### src/rtl/motor_pkg.sv
// Shared types and constants for the quad motor BEMF sampler.
package motor_pkg;

    localparam int unsigned NUM_MOT = 4;

    // ADC channel wired to motor 0; motor i sits at this + i
    localparam logic [3:0] BEMF_CH_BASE_DEF = 4'd8;

    // Driver pin codes as {top, bottom}
    localparam logic [1:0] PIN_FWD   = 2'b10;
    localparam logic [1:0] PIN_REV   = 2'b01;
    localparam logic [1:0] PIN_BRAKE = 2'b11;
    localparam logic [1:0] PIN_IDLE  = 2'b00;

    typedef enum logic [1:0] {
        StIdle,
        StReq,
        StWait,
        StAcc
    } bemf_state_e;

    // Any pin code other than the floating one means the bridge is driving the winding
    function automatic logic pins_driven(input logic top, input logic bot);
        return {top, bot} != PIN_IDLE;
    endfunction

endpackage

### src/rtl/quad_motor_bemf_if.sv
// ADC request/result handshake between the BEMF sampler and the shared ADC.
interface quad_motor_bemf_if #(
    parameter int unsigned ADC_W = 10
);

    logic             adc_req;
    logic [3:0]       adc_chan;
    logic             adc_gnt;
    logic             adc_valid;
    logic [ADC_W-1:0] adc_data;

    modport master (
        output adc_req,
        output adc_chan,
        input  adc_gnt,
        input  adc_valid,
        input  adc_data
    );

    modport slave (
        input  adc_req,
        input  adc_chan,
        output adc_gnt,
        output adc_valid,
        output adc_data
    );

endinterface

### src/rtl/bemf_settle_timer.sv
// Per-motor float timer: counts how long the bridge has been floating and
// remembers whether this float window has already produced an accepted sample.
module bemf_settle_timer #(
    parameter int unsigned SETTLE_CYC = 200
) (
    input  logic clk,
    input  logic reset,
    input  logic driven,
    input  logic mark_sampled,
    output logic eligible
);

    localparam int unsigned     CNT_W   = $clog2(SETTLE_CYC + 1);
    localparam logic [CNT_W-1:0] CNT_MAX = CNT_W'(SETTLE_CYC);

    logic [CNT_W-1:0] settle_cnt_q;
    logic             sampled_q;

    // Restart the window whenever the bridge drives; otherwise count up to the settle limit
    always_ff @(posedge clk) begin
        if (reset) begin
            settle_cnt_q <= '0;
            sampled_q    <= 1'b0;
        end else if (driven) begin
            settle_cnt_q <= '0;
            sampled_q    <= 1'b0;
        end else begin
            if (settle_cnt_q != CNT_MAX) begin
                settle_cnt_q <= settle_cnt_q + CNT_W'(1);
            end
            if (mark_sampled) begin
                sampled_q <= 1'b1;
            end
        end
    end

    assign eligible = (settle_cnt_q == CNT_MAX) && !sampled_q;

endmodule

### src/rtl/quad_motor_bemf.sv
// Back-EMF sampler for four H-bridge channels. Detects each motor's floating
// window, requests one ADC conversion per window after it settles, and
// accumulates the offset-corrected result into a signed position counter.
module quad_motor_bemf
    import motor_pkg::*;
#(
    parameter int unsigned SETTLE_CYC   = 200,
    parameter int unsigned ADC_W        = 10,
    parameter int unsigned POS_W        = 32,
    parameter logic [3:0]  BEMF_CH_BASE = BEMF_CH_BASE_DEF
) (
    input  logic                    clk,
    input  logic                    reset,
    input  logic [3:0]              MTOP,
    input  logic [3:0]              MBOT,
    input  logic                    sample_en,
    input  logic [ADC_W-1:0]        bemf_offset,
    input  logic [3:0]              pos_clear,
    quad_motor_bemf_if.master       adc,
    output logic signed [ADC_W:0]   bemf0,
    output logic signed [ADC_W:0]   bemf1,
    output logic signed [ADC_W:0]   bemf2,
    output logic signed [ADC_W:0]   bemf3,
    output logic signed [POS_W-1:0] pos0,
    output logic signed [POS_W-1:0] pos1,
    output logic signed [POS_W-1:0] pos2,
    output logic signed [POS_W-1:0] pos3,
    output logic [3:0]              bemf_update
);

    bemf_state_e            state_q;
    logic [1:0]             ptr_q;
    logic [1:0]             tgt_q;
    logic                   taint_q;
    logic [ADC_W-1:0]       data_q;
    logic                   adc_req_q;
    logic [3:0]             adc_chan_q;
    logic [3:0]             bemf_update_q;
    logic signed [ADC_W:0]  bemf_q [NUM_MOT];
    logic signed [POS_W-1:0] pos_q [NUM_MOT];

    logic [NUM_MOT-1:0]     driven;
    logic [NUM_MOT-1:0]     eligible;
    logic [NUM_MOT-1:0]     mark_sampled;
    logic                   in_flight;
    logic                   acc_keep;
    logic signed [ADC_W:0]  bemf_new;
    logic [POS_W-1:0]       pos_base;
    logic [POS_W-1:0]       pos_new;

    assign in_flight = (state_q == StReq) || (state_q == StWait);
    assign acc_keep  = (state_q == StAcc) && !taint_q;

    for (genvar i = 0; i < NUM_MOT; i++) begin : g_mot
        assign driven[i]       = pins_driven(MTOP[i], MBOT[i]);
        assign mark_sampled[i] = acc_keep && (tgt_q == 2'(i));

        bemf_settle_timer #(
            .SETTLE_CYC (SETTLE_CYC)
        ) u_timer (
            .clk          (clk),
            .reset        (reset),
            .driven       (driven[i]),
            .mark_sampled (mark_sampled[i]),
            .eligible     (eligible[i])
        );
    end

    // Offset correction and accumulation for the motor currently in ACC; a clear
    // in the same cycle zeroes the old count before the new sample is added
    always_comb begin
        bemf_new = $signed({1'b0, data_q}) - $signed({1'b0, bemf_offset});
        pos_base = pos_clear[tgt_q] ? '0 : pos_q[tgt_q];
        pos_new  = pos_base + {{(POS_W - ADC_W - 1){bemf_new[ADC_W]}}, bemf_new};
    end

    // Round-robin sampling FSM with registered ADC handshake and result outputs
    always_ff @(posedge clk) begin
        if (reset) begin
            state_q       <= StIdle;
            ptr_q         <= '0;
            tgt_q         <= '0;
            taint_q       <= 1'b0;
            data_q        <= '0;
            adc_req_q     <= 1'b0;
            adc_chan_q    <= '0;
            bemf_update_q <= '0;
            for (int i = 0; i < NUM_MOT; i++) begin
                bemf_q[i] <= '0;
                pos_q[i]  <= '0;
            end
        end else begin
            bemf_update_q <= '0;

            for (int i = 0; i < NUM_MOT; i++) begin
                if (pos_clear[i]) begin
                    pos_q[i] <= '0;
                end
            end

            // Target re-driven while its conversion is outstanding: the result no
            // longer describes a settled float window
            if (in_flight && driven[tgt_q]) begin
                taint_q <= 1'b1;
            end

            unique case (state_q)
                StIdle: begin
                    if (sample_en && eligible[ptr_q]) begin
                        tgt_q      <= ptr_q;
                        taint_q    <= driven[ptr_q];
                        adc_req_q  <= 1'b1;
                        adc_chan_q <= BEMF_CH_BASE + {2'b00, ptr_q};
                        state_q    <= StReq;
                    end else begin
                        ptr_q <= ptr_q + 2'd1;
                    end
                end
                StReq: begin
                    if (adc.adc_gnt) begin
                        adc_req_q <= 1'b0;
                        if (adc.adc_valid) begin
                            data_q  <= adc.adc_data;
                            state_q <= StAcc;
                        end else begin
                            state_q <= StWait;
                        end
                    end
                end
                StWait: begin
                    if (adc.adc_valid) begin
                        data_q  <= adc.adc_data;
                        state_q <= StAcc;
                    end
                end
                StAcc: begin
                    if (!taint_q) begin
                        bemf_q[tgt_q]        <= bemf_new;
                        pos_q[tgt_q]         <= pos_new;
                        bemf_update_q[tgt_q] <= 1'b1;
                    end
                    ptr_q   <= tgt_q + 2'd1;
                    state_q <= StIdle;
                end
                default: begin
                    state_q <= StIdle;
                end
            endcase
        end
    end

    assign adc.adc_req  = adc_req_q;
    assign adc.adc_chan = adc_chan_q;
    assign bemf_update  = bemf_update_q;

    assign bemf0 = bemf_q[0];
    assign bemf1 = bemf_q[1];
    assign bemf2 = bemf_q[2];
    assign bemf3 = bemf_q[3];
    assign pos0  = pos_q[0];
    assign pos1  = pos_q[1];
    assign pos2  = pos_q[2];
    assign pos3  = pos_q[3];

endmodule

### src/flat_wrapper.sv
// flat-port wrapper written by rule: the top's interface ports become plain ports
module quad_motor_bemf_flat import motor_pkg::*;
#(
    parameter int unsigned SETTLE_CYC   = 200,
    parameter int unsigned ADC_W        = 10,
    parameter int unsigned POS_W        = 32,
    parameter logic [3:0]  BEMF_CH_BASE = BEMF_CH_BASE_DEF
)
  (clk, reset, MTOP, MBOT, sample_en, bemf_offset, pos_clear, bemf0, bemf1, bemf2, bemf3, pos0, pos1, pos2, pos3, bemf_update, adc_adc_req, adc_adc_chan, adc_adc_gnt, adc_adc_valid, adc_adc_data);
  quad_motor_bemf_if #(.ADC_W(ADC_W)) adc_i ();
  input  logic clk;
  input  logic reset;
  input  logic [3:0] MTOP;
  input  logic [3:0] MBOT;
  input  logic sample_en;
  input  logic [ADC_W-1:0] bemf_offset;
  input  logic [3:0] pos_clear;
  output logic signed [ADC_W:0] bemf0;
  output logic signed [ADC_W:0] bemf1;
  output logic signed [ADC_W:0] bemf2;
  output logic signed [ADC_W:0] bemf3;
  output logic signed [POS_W-1:0] pos0;
  output logic signed [POS_W-1:0] pos1;
  output logic signed [POS_W-1:0] pos2;
  output logic signed [POS_W-1:0] pos3;
  output logic [3:0] bemf_update;
  output wire logic [$bits(adc_i.adc_req)-1:0] adc_adc_req;
  output wire logic [$bits(adc_i.adc_chan)-1:0] adc_adc_chan;
  input wire logic [$bits(adc_i.adc_gnt)-1:0] adc_adc_gnt;
  input wire logic [$bits(adc_i.adc_valid)-1:0] adc_adc_valid;
  input wire logic [$bits(adc_i.adc_data)-1:0] adc_adc_data;
  assign adc_adc_req = adc_i.adc_req;
  assign adc_adc_chan = adc_i.adc_chan;
  assign adc_i.adc_gnt = adc_adc_gnt;
  assign adc_i.adc_valid = adc_adc_valid;
  assign adc_i.adc_data = adc_adc_data;
  quad_motor_bemf #(.SETTLE_CYC(SETTLE_CYC), .ADC_W(ADC_W), .POS_W(POS_W), .BEMF_CH_BASE(BEMF_CH_BASE)) u_core (.clk(clk), .reset(reset), .MTOP(MTOP), .MBOT(MBOT), .sample_en(sample_en), .bemf_offset(bemf_offset), .pos_clear(pos_clear), .adc(adc_i), .bemf0(bemf0), .bemf1(bemf1), .bemf2(bemf2), .bemf3(bemf3), .pos0(pos0), .pos1(pos1), .pos2(pos2), .pos3(pos3), .bemf_update(bemf_update));
endmodule
### config.mk
export PLATFORM = sky130hd
export DESIGN_NAME = quad_motor_bemf_flat
export DESIGN_NICKNAME = d
export VERILOG_FILES = /design/src/rtl/motor_pkg.sv /design/src/rtl/quad_motor_bemf_if.sv /design/src/rtl/bemf_settle_timer.sv /design/src/rtl/quad_motor_bemf.sv /design/src/flat_wrapper.sv
export SDC_FILE = /design/constraint.sdc
export NUM_CORES = 1
export LEC_CHECK = 0
export BUFFER_PORTS_ARGS = -buffer_cell sky130_fd_sc_hd__buf_4
export CORE_ASPECT_RATIO = 1.4
export CORE_MARGIN = 5
export CORE_UTILIZATION = 24
export DETAILED_ROUTE_END_ITERATION = 8
export PLACE_DENSITY_LB_ADDON = 0.25
export RECOVER_POWER = 100
export SLEW_MARGIN = 20
export SYNTH_ARGS = -nofsm -noshare
export SYNTH_HDL_FRONTEND = slang
export SYNTH_SLANG_ARGS = --single-unit
### constraint.sdc
create_clock -name clk -period 11.8 [get_ports clk]
set_input_delay 1.18 -clock clk [delete_from_list [all_inputs] [get_ports clk]]
set_output_delay 1.18 -clock clk [all_outputs]
set_load 0.01 [all_outputs]
* Yosys cells after proc, flatten, opt, wreduce, memory -nomap -nowiden
Memories as Yosys holds them, arrays and structs flattened. A register that Yosys moved wholly into a read port is not among the register bits. Index checks and enable logic that the tools add are counted.
Word-level totals: flip-flop bits (word level) 62, RAM bits 172, memories kept 2, logic and storage cells 145, output and inout port bits 181, input bits 37
Operators by class: reduce and logical (&&, ||, !) cells 38, add/sub/neg operators 9, muxes and demuxes 54, equal/unequal tests 18, $lt $le $gt $ge 3, bitwise logic cells 5
Memories:
- u_core.pos_q | depth 4, width 32, read ports 5, clocked after memory_dff 1, wr ports 5, line quad_motor_bemf.sv:40 | logic signed [POS_W-1:0] pos_q [NUM_MOT];
- u_core.bemf_q | depth 4, width 11, read ports 4, clocked after memory_dff 0, wr ports 4, line quad_motor_bemf.sv:39 | logic signed [ADC_W:0] bemf_q [NUM_MOT];
Operator list (number):
- $mux 32 | 5
- $add 32x32->32 | 1
- $add 8x1->8 const B | 4
- $eq 8x8->1 const B | 4
- $ne 8x8->1 const B | 4
- $mux 1 | 30
- $mux 10 | 2
- $pmux 10 s2 | 1
- $mux 2 | 7
- $reduce_bool 2->1 | 7
- $logic_and 1x1->1 | 12
- $mux 11 | 1
- $reduce_or 11->1 | 1
- $sub 10x10->11 | 1
- $bmux 1 s2 | 4
- $eq 2x2->1 const B | 4
- $pmux 2 s4 | 1
- $reduce_or 2->1 | 4
- $lt 2x3->1 const B | 2
- $ne 2x2->1 const B | 3
- $reduce_and 2->1 | 3
- $reduce_and 3->1 | 2
- $logic_not 1->1 | 5
- $add 2x1->2 const B | 2
- 12 further kinds | 17

* Depth between registers and ports, before layout
Gate-level depths: netlist (run 1).
depth in word-level cells 8, depth in mapped cells 19, mapped depth without buffers 19

* By module
From an unflattened synthesis (run 1), not the netlist that was laid out.
Second synthesis, totals: cell total of the unflattened synthesis 1156, area total of the unflattened synthesis 12485.7 um^2
By module, submodules not included:
- quad_motor_bemf | sequential area each 5665.4 um^2, area an instance 10744.1 um^2, cells an instance 964, times used 1
- bemf_settle_timer | sequential area each 180.2 um^2, area an instance 435.4 um^2, cells an instance 48, times used 4

* Worst setup path after synthesis (run 1)
Ideal clock, no wire load.
path kind input to register, from input port bemf_offset[0], to memory u_core.pos_q[0][28] (data pin), data arrival time 4.847 ns, data required time 11.535 ns, slack 6.688 ns, library setup time 0.265 ns, buffers on the path 0, cell stages on the path 16, cell sequence ha_1 inv_1 fa_1 a211oi_1 o21bai_1 o21a_1 a41o_1 inv_1 ha_1 a21o_1 o21bai_1 a221o_1 or4_1 nor2_1 a2111o_1 nor2_1
RTL lines:
- start, declared | line flat_wrapper.sv:16 | input logic [ADC_W-1:0] bemf_offset;
- end, declared | line quad_motor_bemf.sv:40

==> impl_metrics.ini, run 1 <==
[status]
status = complete, but fails checks
violations = max-capacitance violations, max-slew violations

[cts]
cts_root_buf = clkbuf_16
cts_tree = built
clockBufferDepth = 3
insertion_delay_ns = 0.55
cts.sinks = 233
numCtsBuffers = 26
path_clk_slew_ns = 0.06
cts_setup_buffers = 0
cts_max_level = 1
cts_hold_buf = 0
cts_resized = 0

[setup_path]
required_ns = 12.01
path_cells = clkbuf_4 -> ha_1 -> inv_1 -> fa_1 -> a211oi_1 -> o21bai_1 -> o21a_1 -> a41o_1 -> inv_1 -> ha_1 -> a21oi_1 -> o21ai_0 -> a31oi_1 -> o21ai_0 -> o211a_1 -> a211oi_1 -> nor2_1
worstSetupPathType = primary input to flip-flop
slowest_delay_ns = 0.68
cp-start-kind = primary input
critPathSlowestCell = inv_1
crit_fanout = 21
cp.arrival_ns = 6.16
endpoint_kind = flip-flop

[routing]
routed-wl-met3_mm = 2.22
drc = 0
wl_met1_mm = 17.1
drt-initial-drc-count = 663
drt_wl_total_mm = 43.4
dr.pass1.iters = 5
wl_met2_mm = 22.9
highest_layer = met5
via_count = 9484
wl_per_cell_um = 21.6
postRouteAntennaNets = 0
vias_per_cell = 4.72

[placed_design]
dpl.hpwl_mm = 31.1
post-place-ws_ns = 5.43
postPlaceCellArea_mm2 = 0.0147
dpl.cell_count = 1960
portBuffers = 216
gp_congestion = 0.854

[sta]
fin_skew_ns = 0.0180
worstMarginPinSlew_ns = 2.66
final_max_slew_viol_count = 281
fin_crit_sh_pct = 50.4
setup_slack_ns = 5.85
fin_crit_ns = 5.95
setup_viol = 0
relSlewSlack_pct = -77.3
finalHoldViolCount = 0
fmax_ghz = 0.168
tns_ns = 0
rsz0062_at_grt = no

[global_route]
antenna_found_initial = 2
grt_pass1_vias = 9788
grtUsageTotal_pct = 14.9
grt_pass1_wl_mm = 63.6
grt_max_degree = 40
grt_overflow = 0

[pwr]
p_seq_share_pct = 37.3
switching_share_pct = 34.6
p_int_mw = 1.68
powerDensity_mw_per_mm2 = 174
ir_drop_mv = 0.127
clkPwrFrac_pct = 33.3
p_comb_share_pct = 29.5
p_leak_nw = 5.70
power_switching_uw = 888

[die]
core-area_mm2 = 0.0510
start_util_pct = 24.2
ios = 218
die_w_um = 202
fp.dieArea_mm2 = 0.0561
core.rowCount = 98
die_y_um = 278

[final_layout]
seqCellArea_mm2 = 0.00639
insertedDiodeCount = 0
n_fill_cell = 5462
drive_gt1_share_pct = 9.57
final_area_mm2 = 0.0148
area_growth_pct = 19.6
multi_input_area_mm2 = 0.00550
final_net_count = 1430
instances_no_fill = 2008

[yosys]
synth_common_cells = nor2_1, edfxtp_1, dfxtp_1, ha_1, nand2_1
netlist_area_mm2 = 0.0123
ys_seq_elements = 233
synth-edff-count = 172
ys_types = 73
synthArstFlopShare_pct = 0
yosys-top-cells-area = edfxtp_1, dfxtp_1, nor2_1, mux4_2, ha_1
synth_warnings = 0
syn_avg_cell_area_um2 = 10.9
synth_top_area_share_pct = 41.9
seq_area_frac_synth_pct = 51.7
yosysMostFrequentCell = nor2_1
synth_top_cell_by_area = edfxtp_1
yosys_most_used_dff = edfxtp_1
syn_nets = 1225
syn_inst = 1133

[worst_hold_path]
worstHoldPathType = flip-flop to flip-flop

[job]
drv_cap = 8
[worst paths after layout]
path	start	to	slack, ns	depth (start not counted)
worst min register to register	u_core.g_mot[3].u_timer.sampled_q	u_core.g_mot[3].u_timer.sampled_q	0.46	2
worst min-delay path	u_core.g_mot[3].u_timer.sampled_q	u_core.g_mot[3].u_timer.sampled_q	0.46	2
worst max register to register	u_core.data_q[0]	u_core.pos_q[2][29]	6.23	17
worst max-delay path	bemf_offset[0]	u_core.pos_q[2][29]	5.85	17
[per-stage QoR]
step | util (%) | power [mW] | hold slack [ns]
after global routing | 28.9 | 2.71 | 0.474
after global placement | 28.7 | 1.77 | 0.441
final | 28.9 | 2.57 | 0.462
after detailed placement | 28.7 | 1.78 | 0.448
after floorplan | - | 1.50 | 0.428
after CTS | 30.5 | 2.64 | 0.465
[layout by cell type, fill, tap and decap left out, types with 29 or more instances in the layout]
cell / synthesis / layout
nor2_1: 227 / 228
clkbuf_1: 36 / 196
edfxtp_1: 172 / 172
dfxtp_1: 61 / 59
ha_1: 53 / 53
nand2_1: 50 / 50
inv_1: 48 / 48
a21oi_1: 46 / 48
nor2b_1: 41 / 41
xor2_1: 35 / 35
buf_4: 1 / 35
mux4_2: 33 / 33
nand3_1: 29 / 29
[state kept, by name, indices dropped and copies added, names as in the netlist, named ones only]
signal,flops
u_core.pos_q,128
u_core.bemf_q,44
u_core.g_mot.u_timer.settle_cnt_q,32
u_core.data_q,10
u_core.bemf_update,4
u_core.g_mot.u_timer.sampled_q,4
u_core.adc.adc_chan,2
u_core.ptr_q,2
u_core.state_q,2
u_core.adc.adc_req,1
u_core.taint_q,1
u_core.tgt_q,1
[area by class of cell]
cell class	instances	area share, %
timing repair buffer	227	6.71
sequential	233	43.3
multi-input combinational	802	37.3
tap	650	5.51
clock inverter	14	1.27
clock buffer	34	4.75
inverter	48	1.22
[layer usage]
| layer | vias to the layer above | GRT usage [%] |
|---|---|---|
| met2 | 297 | 28.1 |
| met1 | 4633 | 17.2 |
| met4 | 2 | 4.23 |
| met5 | - | 0 |
| li1 | 4499 | - |
| met3 | 53 | 2.46 |
[kinds of logic after synthesis]
logic type      count (synthesis)  synth area share (%)
compound gates                178                  10.1
xor+xnor                       56                  3.97
fa+ha+maj                      55                  5.70
buf+inv                        98                  3.09
flops                         233                  51.7
mux                            51                  7.48
other cells                     1                0.0304
simple gates                  461                  17.9
[critical path, delay by kind of cell]
| kind | cells | cell delay [ns] |
|---|---|---|
| AO/OA/AOI/OAI | 10 | 3.06 |
| adder cells (fa/ha/maj) | 3 | 1.00 |
| buffers and inverters | 3 | 0.84 |
| AND/OR/NAND/NOR | 1 | 0.08 |
[power groups by stage]
stage          Clock, mW  Sequential (mW)  Combinational [mW]
2_1_floorplan          0            0.971               0.533
3_3_place_gp           0            0.973               0.799
3_5_place_dp           0            0.974               0.803
4_1_cts            0.881            0.956               0.808
5_1_grt            0.909            0.962               0.840
6_report           0.855            0.957               0.757
No activity file was read; power rests on OpenSTA's default activity.
==> inputs of run 2 (changes only) <==
- clock period: 11.8 -> 6.15 ns (I/O delays scaled with it)
==> run 2 against run 1 <==
  * The run still ends with max-capacitance violations, max-slew violations left
  * Critical path depth did not move
  * Cell count rose by 0.50%
  * Non-clock buffer count rose by 9
  * Largest cell class unchanged
==> impl_metrics.ini, run 2 (same netlist as run 1, synthesis figures left out) <==
[final_layout]
drive_gt1_share_pct = 9.80
final_net_count = 1439
final_common_cell = nor2_1
reg_top3 = u_core.pos_q (128), u_core.bemf_q (44), u_core.g_mot.u_timer.settle_cnt_q (32)
area_growth_pct = 20.0
final_util_pct = 29.0
largest_reg_flops = 128
final_area_mm2 = 0.0148
layout_common_cells = nor2_1, clkbuf_1, edfxtp_1, dfxtp_1, ha_1
top_register = u_core.pos_q

[cts]
insertion_delay_ns = 0.56
cts_max_level = 1
cts_tree = built
cts_hold_buf = 0
cts_setup_buffers = 0
path_clk_slew_ns = 0.06
numCtsBuffers = 26
cts.sinks = 233
cts_resized = 0
cts_root_buf = clkbuf_16
clockBufferDepth = 3

[setup_path]
endpoint_kind = flip-flop
path_cells = inv_1 -> ha_1 -> inv_1 -> fa_1 -> a211oi_1 -> o21bai_1 -> o21a_1 -> a41o_1 -> inv_1 -> ha_1 -> nand2_1 -> o21ai_0 -> a31oi_1 -> o21ai_0 -> o21ai_0 -> a211oi_1 -> nor2_1
slowest_delay_ns = 0.55
critPathTopFamily = compound AO/OA/AOI/OAI gates
required_ns = 6.37
worstSetupPathType = flip-flop to flip-flop
critPathSlowestCell = o21ai_0
crit_fanout = 12
cp.arrival_ns = 5.35
cp-start-kind = flip-flop
cp_num_buf_inv = 3

[global_route]
grtUsageTotal_pct = 14.8
grt_pass1_wl_mm = 63.8
antenna_found_initial = 1
grt_overflow = 0
grt_pass1_vias = 9817
grt_max_degree = 38

[worst_hold_path]
worstHoldPathType = primary input to flip-flop

[sta]
setup_slack_ns = 1.02
fmax_ghz = 0.195
fin_crit_ns = 5.13
fin_crit_sh_pct = 83.4
fin_skew_ns = 0.0160
rsz0062_at_grt = no
tns_ns = 0
relSlewSlack_pct = -106
finalHoldViolCount = 0
worstMarginPinSlew_ns = 3.09
final_max_slew_viol_count = 226
setup_viol = 0

[placed_design]
gp_congestion = 0.875
portBuffers = 216
dpl.hpwl_mm = 32.1
post-place-ws_ns = 0.794
postPlaceCellArea_mm2 = 0.0147

[die]
die_w_um = 202
core.rowCount = 98
start_util_pct = 24.2
core-area_mm2 = 0.0510
die_y_um = 278
fp.dieArea_mm2 = 0.0561
ios = 218

[status]
violations = max-capacitance violations, max-slew violations
status = complete, but fails checks

[routing]
postRouteAntennaNets = 0
vias_per_cell = 4.77
dr.pass1.iters = 5
drt-initial-drc-count = 423
via_count = 9623
drc = 0
wl_per_cell_um = 21.6
drt_wl_total_mm = 43.7

[pwr]
powerDensity_mw_per_mm2 = 331
p_leak_nw = 5.72
ir_drop_mv = 0.209

[job]
drv_cap = 7
run 2: per-layer routing:
layer	up-vias	GRT usage, %	wire, um
li1	4528	-	-
met1	4753	16.9	17200
met2	283	28.2	23100
met3	57	2.87	2330
met4	2	3.84	1060
met5	-	0	20
run 2: final cells by class:
type                       instances  area [um2]
fill                            5409       36200
sequential                       233        6390
multi-input combinational        802        5500
timing repair buffer             236        1050
tap                              650         813
clock buffer                      38         747
inverter                          48         180
clock inverter                    10         120
antenna                            1        2.50
run 2: report_power, final:
| group | switching, mW | internal, mW | total, mW |
|---|---|---|---|
| Clock | 0.668 | 0.929 | 1.60 |
| Combinational | 0.958 | 0.497 | 1.46 |
| Sequential | 0.0796 | 1.77 | 1.84 |
run 2: worst min-delay path, cell delays in order:
cell and delay [ns]:
buf_4 0.08, mux2i_1 0.05, nor2_1 0.07
run 2: final timing paths:
path	startpoint	to	slack, ns	cells after the start
setup / recovery	u_core.data_q[0]	u_core.pos_q[0][29]	1.02	17
hold / removal	adc_adc_data[3]	u_core.data_q[3]	0.30	3
setup reg to reg	u_core.data_q[0]	u_core.pos_q[0][29]	1.02	17
hold reg to reg	u_core.g_mot[3].u_timer.sampled_q	u_core.g_mot[3].u_timer.sampled_q	0.46	2
run 2: stage by stage:
stage / power (mW) / hold WS (ns) / cells
after global routing: 5.17 / 0.287 / 2017
after global placement: 3.41 / 0.443 / 1968
final: 4.90 / 0.298 / 2018
after detailed placement: 3.42 / 0.454 / 1969
after floorplan: 2.88 / 0.428 / 1133
after CTS: 5.04 / 0.274 / 2017
==> inputs of run 3 (changes only) <==
- clock period: 6.15 -> 5.1 ns (I/O delays scaled with it)
==> run 3 against run 2 <==
  * The flow still finishes with violations (max-capacitance violations, max-slew violations)
  * Register-to-register slack worse by 0.65 ns
  * Sequential power is 20% higher
  * Clock power is 23% higher
  * Sequential share of layout area is 0.89 points lower
  * Clock-buffer cell count is 5 lower
  * Maximum frequency is 8.4% higher
  * Die area stayed put
  * Design area is 2.1% higher
  * Largest cell class unchanged
  * Critical path type unchanged
  * Cell count is 2.2% higher
==> impl_metrics.ini, run 3 (same netlist as run 1, synthesis figures left out) <==
[status]
status = complete, but fails checks
violations = max-capacitance violations, max-slew violations

[placed_design]
dpl.hpwl_mm = 33.0
dpl.cell_count = 2010
portBuffers = 216
gp_congestion = 0.884

[global_route]
grt_max_degree = 40
grt_pass1_vias = 9923
grt_overflow = 0
grt_pass1_wl_mm = 63.7
antenna_found_initial = 1
grtUsageTotal_pct = 14.8

[setup_path]
crit_fanout = 21
critPathSlowestCell = or2_0
cp-start-kind = flip-flop
critPathTopFamily = simple AND/OR/NAND/NOR gates
cp_num_buf_inv = 1
required_ns = 5.30
endpoint_kind = flip-flop
worst-r2r-setup-slack_ns = 0.37
slowest_delay_ns = 1.68
path_cells = ha_1 -> nor2b_1 -> a21o_1 -> or2_0 -> clkbuf_2
worstSetupPathType = flip-flop to flip-flop
cp.arrival_ns = 4.92

[cts]
cts_root_buf = clkbuf_16
cts_resized = 0
path_clk_slew_ns = 0.06
cts_setup_buffers = 0
insertion_delay_ns = 0.56
cts_tree = built
cts.sinks = 233
cts_hold_buf = 0
cts_max_level = 1
numCtsBuffers = 28
clockBufferDepth = 3

[sta]
finalHoldViolCount = 0
final_max_slew_viol_count = 100
relSlewSlack_pct = -53.1
fin_crit_ns = 4.73
fin_crit_sh_pct = 92.7
fmax_ghz = 0.212
setup_viol = 0
tns_ns = 0
rsz0062_at_grt = no
worstMarginPinSlew_ns = 2.30
fin_skew_ns = 0.0279
holdWs_ns = 0.185

[final_layout]
drive_gt1_share_pct = 12.2
layout_common_cells = nor2_1, clkbuf_1, edfxtp_1, buf_4, dfxtp_1
instances_no_fill = 2063
final_util_pct = 29.6
final_common_cell = nor2_1
largest_reg_flops = 128
top_register = u_core.pos_q
area_growth_pct = 22.5
final_net_count = 1482
n_fill_cell = 5446
reg_top3 = u_core.pos_q (128), u_core.bemf_q (44), u_core.g_mot.u_timer.settle_cnt_q (32)

[routing]
via_count = 9633
wl_met2_mm = 23.1
dr.pass1.iters = 5
drt_wl_total_mm = 43.4
postRouteAntennaNets = 0
highest_layer = met5
wl_met1_mm = 17.0
vias_per_cell = 4.67
drt-initial-drc-count = 481
wl_per_cell_um = 21.0
routed-wl-met3_mm = 2.16
drc = 0

[pwr]
powerDensity_mw_per_mm2 = 404
power.total_mw = 6.11
p_leak_nw = 5.91
ir_drop_mv = 0.211

[die]
start_util_pct = 24.2
die_w_um = 202
die_y_um = 278
ios = 218
core.rowCount = 98
fp.dieArea_mm2 = 0.0561
core-area_mm2 = 0.0510

[job]
drv_cap = 4

[worst_hold_path]
worstHoldPathType = primary input to flip-flop
[run 3: per-layer routing]
metal | up-vias | track usage (%)
li1 | 4600 | -
met4 | 2 | 3.86
met5 | - | 0
met3 | 61 | 2.83
met2 | 247 | 28.6
met1 | 4723 | 16.6
[run 3: final timing paths]
path | startpoint | end | cells past startpoint
worst max-delay path | u_core.state_q[0] | u_core.pos_q[2][28] | 5
worst max register to register | u_core.state_q[0] | u_core.pos_q[2][28] | 5
worst min register to register | u_core.g_mot[3].u_timer.sampled_q | u_core.g_mot[3].u_timer.sampled_q | 2
worst min-delay path | adc_adc_data[1] | u_core.data_q[1] | 3
[run 3: report_power, final]
group          internal, mW  switching [mW]  leakage (nW)
logic                 0.718            1.21          3.09
clock network          1.13           0.844         0.445
registers              2.13          0.0860          2.37
total                  3.97            2.14          5.91
[run 3: layout make-up]
class	count	area, um2	share of cell area [%]
clock buffers	33	761	5.03
multi-input cells	802	5510	36.5
inverters	48	180	1.19
flip-flops and latches	233	6390	42.3
diodes	1	2.50	0.0166
clock inverters	19	150	0.993
repair buffers	277	1310	8.67
well taps	650	813	5.38
[run 3: stage by stage]
step	setup slack [ns]	instance area, um2
after floorplan	0.658	12300
after global placement	0.183	15000
after detailed placement	0.241	15100
after CTS	0.430	16000
after global routing	0.0781	15100
final	0.372	15100
[run 3: worst register-to-register path, stage by stage (launching register included)]
cell and delay, ns:
dfxtp_1 0.41, ha_1 0.28, nor2b_1 0.63, a21o_1 0.73
or2_0 1.68, clkbuf_2 0.62
